===== src/rtl/uart_rx_cfg.sv =====
// Configurable UART receiver: elaboration-time data width, parity and stop bits,
// 3-sample mid-bit majority vote, per-character parity/framing/break flags.
//   state    | meaning
//   S_IDLE   | line idle, waiting for rx_s low
//   S_START  | timing the start bit, glitch rejection
//   S_DATA   | deciding data bits, LSB first
//   S_PAR    | deciding the parity bit
//   S_STOP   | deciding stop bits, completion on the last one
//   S_BRK    | after a break, waiting for one full bit period of high line
module uart_rx_cfg #(
  parameter int CLKS_PER_BIT = 10,
  parameter int DATA_BITS    = 8,
  parameter int PARITY       = 0,
  parameter int STOP_BITS    = 1,
  parameter int SYNC_STAGES  = 2
) (
  input  logic                 clk,
  input  logic                 rst,
  input  logic                 i_rx_data,
  output logic                 o_rx_valid,
  output logic [DATA_BITS-1:0] o_rx_data,
  output logic                 o_parity_err,
  output logic                 o_frame_err,
  output logic                 o_break,
  output logic                 o_rx_busy
);

  localparam int CW = $clog2(CLKS_PER_BIT + 1);
  localparam int H  = CLKS_PER_BIT / 2;
  localparam logic [CW-1:0] C_S0   = CW'(H - 1);
  localparam logic [CW-1:0] C_S1   = CW'(H);
  localparam logic [CW-1:0] C_DEC  = CW'(H + 1);
  localparam logic [CW-1:0] C_LAST = CW'(CLKS_PER_BIT - 1);
  localparam logic [CW-1:0] C_ONE  = CW'(1);
  localparam logic [3:0]    LAST_D = 4'(DATA_BITS - 1);
  localparam logic [3:0]    LAST_S = 4'(STOP_BITS - 1);

  typedef enum logic [2:0] {S_IDLE, S_START, S_DATA, S_PAR, S_STOP, S_BRK} state_t;

  state_t state, state_n;
  logic [SYNC_STAGES-1:0] sync_q;
  logic rx_s;
  logic [CW-1:0] cnt;
  logic [3:0] bit_idx;
  logic [DATA_BITS-1:0] data_sr;
  logic s0, s1, pbit, zero_acc, ferr_acc;
  logic decide, vote, t0, last_stop, brk_now, par_bad;
  logic valid_n, perr_n, ferr_n, brk_n;

  always_ff @(posedge clk) begin
    if (rst) sync_q <= '1;
    else     sync_q <= {sync_q[SYNC_STAGES-2:0], i_rx_data};
  end
  assign rx_s = sync_q[SYNC_STAGES-1];

  assign t0     = (state == S_IDLE) && !rx_s;
  assign decide = (cnt == C_DEC) && (state inside {S_START, S_DATA, S_PAR, S_STOP});
  assign vote   = (s0 & s1) | (s0 & rx_s) | (s1 & rx_s);
  assign last_stop = (state == S_STOP) && decide && (bit_idx == LAST_S);
  // On the second stop bit zero_acc already includes the first one.
  assign brk_now   = zero_acc && ((bit_idx != 4'd0) || !vote);

  always_ff @(posedge clk) begin
    if (rst) state <= S_IDLE;
    else     state <= state_n;
  end

  always_comb begin
    state_n = state;
    case (state)
      S_IDLE:  if (!rx_s) state_n = S_START;
      S_START: if (decide) state_n = vote ? S_IDLE : S_DATA;
      S_DATA:  if (decide && bit_idx == LAST_D) state_n = (PARITY != 0) ? S_PAR : S_STOP;
      S_PAR:   if (decide) state_n = S_STOP;
      S_STOP:  if (last_stop) state_n = brk_now ? S_BRK : S_IDLE;
      S_BRK:   if (rx_s && cnt == C_LAST) state_n = S_IDLE;
      default: state_n = S_IDLE;
    endcase
  end

  always_comb begin
    par_bad = 1'b0;
    if (PARITY == 1)      par_bad = ~(^data_sr ^ pbit);
    else if (PARITY == 2) par_bad = ^data_sr ^ pbit;
  end

  always_comb begin
    valid_n = last_stop;
    perr_n  = last_stop && par_bad;
    ferr_n  = last_stop && (ferr_acc || !vote);
    brk_n   = last_stop && brk_now;
  end

  always_ff @(posedge clk) begin
    if (rst) begin
      cnt      <= '0;
      bit_idx  <= '0;
      data_sr  <= '0;
      s0       <= 1'b1;
      s1       <= 1'b1;
      pbit     <= 1'b0;
      zero_acc <= 1'b0;
      ferr_acc <= 1'b0;
    end else begin
      case (state)
        S_IDLE:  cnt <= t0 ? C_ONE : '0;
        S_BRK:   cnt <= rx_s ? cnt + C_ONE : '0;
        default: begin
          if (state_n == S_BRK)  cnt <= '0;
          else if (cnt == C_LAST) cnt <= '0;
          else                    cnt <= cnt + C_ONE;
        end
      endcase
      if (cnt == C_S0) s0 <= rx_s;
      if (cnt == C_S1) s1 <= rx_s;
      if (state != state_n) bit_idx <= '0;
      else if (decide)      bit_idx <= bit_idx + 4'd1;
      for (int i = 0; i < DATA_BITS; i++)
        if (state == S_DATA && decide && bit_idx == 4'(i)) data_sr[i] <= vote;
      if (state == S_PAR && decide) pbit <= vote;
      if (t0) begin
        zero_acc <= 1'b1;
        ferr_acc <= 1'b0;
      end else if (decide) begin
        if (vote && (state inside {S_DATA, S_PAR} || (state == S_STOP && bit_idx == 4'd0)))
          zero_acc <= 1'b0;
        if (state == S_STOP && !vote) ferr_acc <= 1'b1;
      end
    end
  end

  always_ff @(posedge clk) begin
    if (rst) begin
      o_rx_valid   <= 1'b0;
      o_rx_data    <= '0;
      o_parity_err <= 1'b0;
      o_frame_err  <= 1'b0;
      o_break      <= 1'b0;
      o_rx_busy    <= 1'b0;
    end else begin
      o_rx_valid   <= valid_n;
      o_parity_err <= perr_n;
      o_frame_err  <= ferr_n;
      o_break      <= brk_n;
      o_rx_busy    <= (state_n != S_IDLE);
      if (valid_n) o_rx_data <= data_sr;
    end
  end

endmodule


===== config.mk =====
export PLATFORM = sky130hd
export DESIGN_NAME = uart_rx_cfg
export DESIGN_NICKNAME = d
export VERILOG_FILES = /design/src/rtl/uart_rx_cfg.sv
export SDC_FILE = /design/constraint.sdc
export NUM_CORES = 1
export LEC_CHECK = 0
export BUFFER_PORTS_ARGS = -buffer_cell sky130_fd_sc_hd__buf_2
export CAP_MARGIN = 30
export CORE_UTILIZATION = 58
export CTS_CLUSTER_DIAMETER = 120
export CTS_CLUSTER_SIZE = 20
export DETAILED_ROUTE_END_ITERATION = 12
export GPL_ROUTABILITY_DRIVEN = 0
export PLACE_DENSITY = 0.78
export SLEW_MARGIN = 20
export SYNTH_ARGS = -nofsm -noshare
export SYNTH_HDL_FRONTEND = slang
export SYNTH_SLANG_ARGS = --single-unit

===== constraint.sdc =====
create_clock -name clk -period 2 [get_ports clk]
set_input_delay 0.3 -clock clk [delete_from_list [all_inputs] [get_ports clk]]
set_output_delay 0.3 -clock clk [all_outputs]
set_load 0.05 [all_outputs]

==> impl_metrics.csv <==
group,metric,value,unit
global_routing,grt_max_degree,32,
yosys,avgSynthCellArea,8.75,sq um
yosys,synthXorXnorAreaFrac,0.0242,
yosys,synth_top_area_cell,"dfxtp_1",
setup_path,cp_cell_sequence,"inv_1, ha_1, nor3b_2, a31oi_1, or4_4, o2111ai_2, nor3_1",
clock_tree,max-clock-path-buffers,2,
yosys,ys_warn_count,0,
floorplanning,core_region_area,2850,sq um
floorplanning,die_area,3350,sq um
yosys,synth-compound-area-share,0.143,
route,routed_wl,3550,microns
power_and_ir_drop,peakVddDrop,472,uV
setup_path,cp_slowest_stage_delay,0.42,ns
floorplanning,rows,19,
clock_tree,cts_tree,"yes",
global_routing,grt_pass1_vias,1398,
timing,slew_violations,0,
route,vias,1475,
final_layout,n_antenna_cell,0,
yosys,synthArstFlopShare,0,
floorplanning,initial_core_util,0.635,
placement,hpwl,2490,microns
setup_path,cp.required,2.23,ns
route,drt_iter0_drc,54,
final_layout,final_nets,231,
yosys,synth-edff-count,0,
route,avgViaCountPerCell,5.85,
route,wire_per_inst,14.1,microns
floorplanning,ios,16,
yosys,synth_area_leaders,"dfxtp_1 41%, ha_1 5.5%, nand2_1 5.4%",
setup_path,crit_buf_inv,1,
global_routing,overflow,0,
setup_path,cp.arrival,2.08,ns
setup_path,cp_top_family,"simple AND/OR/NAND/NOR gates",
yosys,synth_mux_area_frac,0.0110,
yosys,synth_top_cell_area_share,0.409,
yosys,synth_common_cells,"37 x dfxtp_1, 26 x nand2_1, 18 x a21oi_1, 17 x nand3_1, 14 x nor2_1",
yosys,synth.distinct_cells,49,
clock_tree,clkTransAtPathRegs,0.11,ns
yosys,netlist_area,1810,sq um
setup_path,crit_type,"flip-flop to flip-flop",
final_layout,syn_to_final_growth,9.94,%
final_layout,final_util,0.698,
route,drc,2,
route,antenna_left,0,
yosys,syn-num-nets,218,
global_routing,grt_pass1_wl,5970,microns
placement,portBuffers,14,
clock_tree,postCtsSetupRepairBufs,0,
yosys,synthAdderAreaFrac,0.0615,
clock_tree,cts.sinks,37,
clock_tree,ctsHoldBuffers,0,
job,cap_violations,0,
yosys,synth_top_family_by_area,"simple AND/OR/NAND/NOR gates",
setup_path,critPathSlowestCell,"or4_4",
timing,hold_viol_final,0,
clock_tree,cts-root-buf,"clkbuf_4",
global_routing,antenna_found_initial,0,
timing,rsz0062_at_grt,"no",
timing,fin_skew,0.00525,ns
power_and_ir_drop,p_per_area,683,nW/um^2
yosys,synth_seq_cells,37,
power_and_ir_drop,total_leakage_power,0.746,nW
timing,setup_viol,0,
yosys,ys_seq_area_frac,0.409,
timing,relSlewSlack,0.630,
worst_hold_path,hp-class,"input pin to flip-flop",
timing,tns,0,ns
yosys,yosys.cell_count.top_type,"dfxtp_1",
setup_path,critPathLaunchType,"flip-flop",
timing,period_share,0.926,
yosys,yosys.area_share.simple,0.299,
clock_tree,cts_made_buffers,5,
timing,worstMarginPinSlew,0.555,ns
clock_tree,postCtsResizedCells,0,
yosys,ys.flop_type,"dfxtp_1",
floorplanning,fp.dieH,57.9,microns
setup_path,path_max_fanout,5,
floorplanning,die_width,57.9,microns
clock_tree,clock_latency,0.35,ns
yosys,syn_inst,207,
final_layout,drive_above_1_share,0.204,
clock_tree,htree_levels,2,
setup_path,endpoint_kind,"flip-flop",
global_routing,grt_util_all_layers,0.235,
timing,period_needed,1.85,ns
status,status,"finished with violations",
timing,fmax,540,MHz
power_and_ir_drop,finalPower,1.36,mW
status,violations,"design-rule violations",
route,firstDrtPassIters,8,
where the power goes:
part	internal (mW)	total (mW)	leakage [nW]	switching, mW
Sequential	0.743	0.752	0.299	0.00925
Combinational	0.0149	0.0486	0.402	0.0338
Clock	0.297	0.560	0.0445	0.263
Total	1.06	1.36	0.746	0.306
sequential cells by signal, summed over array words and instances, names as in the netlist:
register     cells
data_sr          8
o_rx_data        8
bit_idx          4
cnt              4
state            3
sync_q           2
ferr_acc         1
o_break          1
o_frame_err      1
o_rx_busy        1
o_rx_valid       1
s0               1
s1               1
zero_acc         1
area by class of cell:
type / instances / area, sq um
Tap cell: 31 / 38.8
Clock inverter: 2 / 37.5
Timing Repair Buffer: 19 / 108
Multi-Input combinational cell: 150 / 988
Sequential cell: 37 / 742
Fill cell: 247 / 861
Clock buffer: 6 / 51.3
Inverter: 7 / 26.3
per-layer routing:
metal | up-vias | GRT usage | share of wire
met5 | - | 0 | 0
met4 | 0 | 0.119 | 0.019
met3 | 8 | 0.0625 | 0.036
met2 | 35 | 0.417 | 0.51
met1 | 692 | 0.256 | 0.44
li1 | 740 | - | -
logic make-up after synthesis:
kind of cell,Yosys count
mux,2
compound gates,39
simple gates,94
flops,37
xor+xnor,5
buf+inv,20
other cells,1
fa+ha+maj,9
stage by stage:
step                      instances  hold WS [ns]  cell area [sq um]  setup WS, ns
after global placement          244         0.399               1890         0.203
after global routing            252         0.122               1990        0.0364
after detailed placement        244         0.406               1890         0.109
after CTS                       252         0.117               1980        0.0856
after floorplan                 207         0.389               1810         0.284
final                           252         0.132               1990         0.148
worst paths after layout:
check / end / start / slack (ns) / depth (start not counted)
setup / recovery: bit_idx[0] / bit_idx[0] / 0.15 / 7
hold / removal: sync_q[0] / i_rx_data / 0.13 / 2
setup reg to reg: bit_idx[0] / bit_idx[0] / 0.15 / 7
hold reg to reg: sync_q[1] / sync_q[0] / 0.44 / 1
worst reg2reg max path: stages, from the launching register on:
cell	delay [ns]
dfxtp_2	0.37
inv_1	0.09
ha_1	0.21
nor3b_2	0.28
a31oi_1	0.12
or4_4	0.42
o2111ai_2	0.14
nor3_1	0.11
cell usage in the layout, fill, tap and decap left out, types with 2 or more instances in the layout:
cell type  count
inv_1          7
nand3b_1       2
clkbuf_4       5
nand2b_1       3
ha_1           8
nor3_1         3
or2_2          2
nand2_1       26
and3_1         2
o211ai_1       2
mux2i_1        2
or3b_4         2
nand3_1       17
nand4b_1       2
nor2b_1        6
nor3_2         2
dfxtp_1       36
xor2_1         3
nor2_1        14
nor4_1         3
buf_4          5
o21ai_1        2
a21oi_1       18
a21boi_0       2
a311o_1        2
buf_2         14
o21bai_1       2
a31oi_1        3
xnor2_1        2
Note: power is estimated with default switching activity, not from simulation.
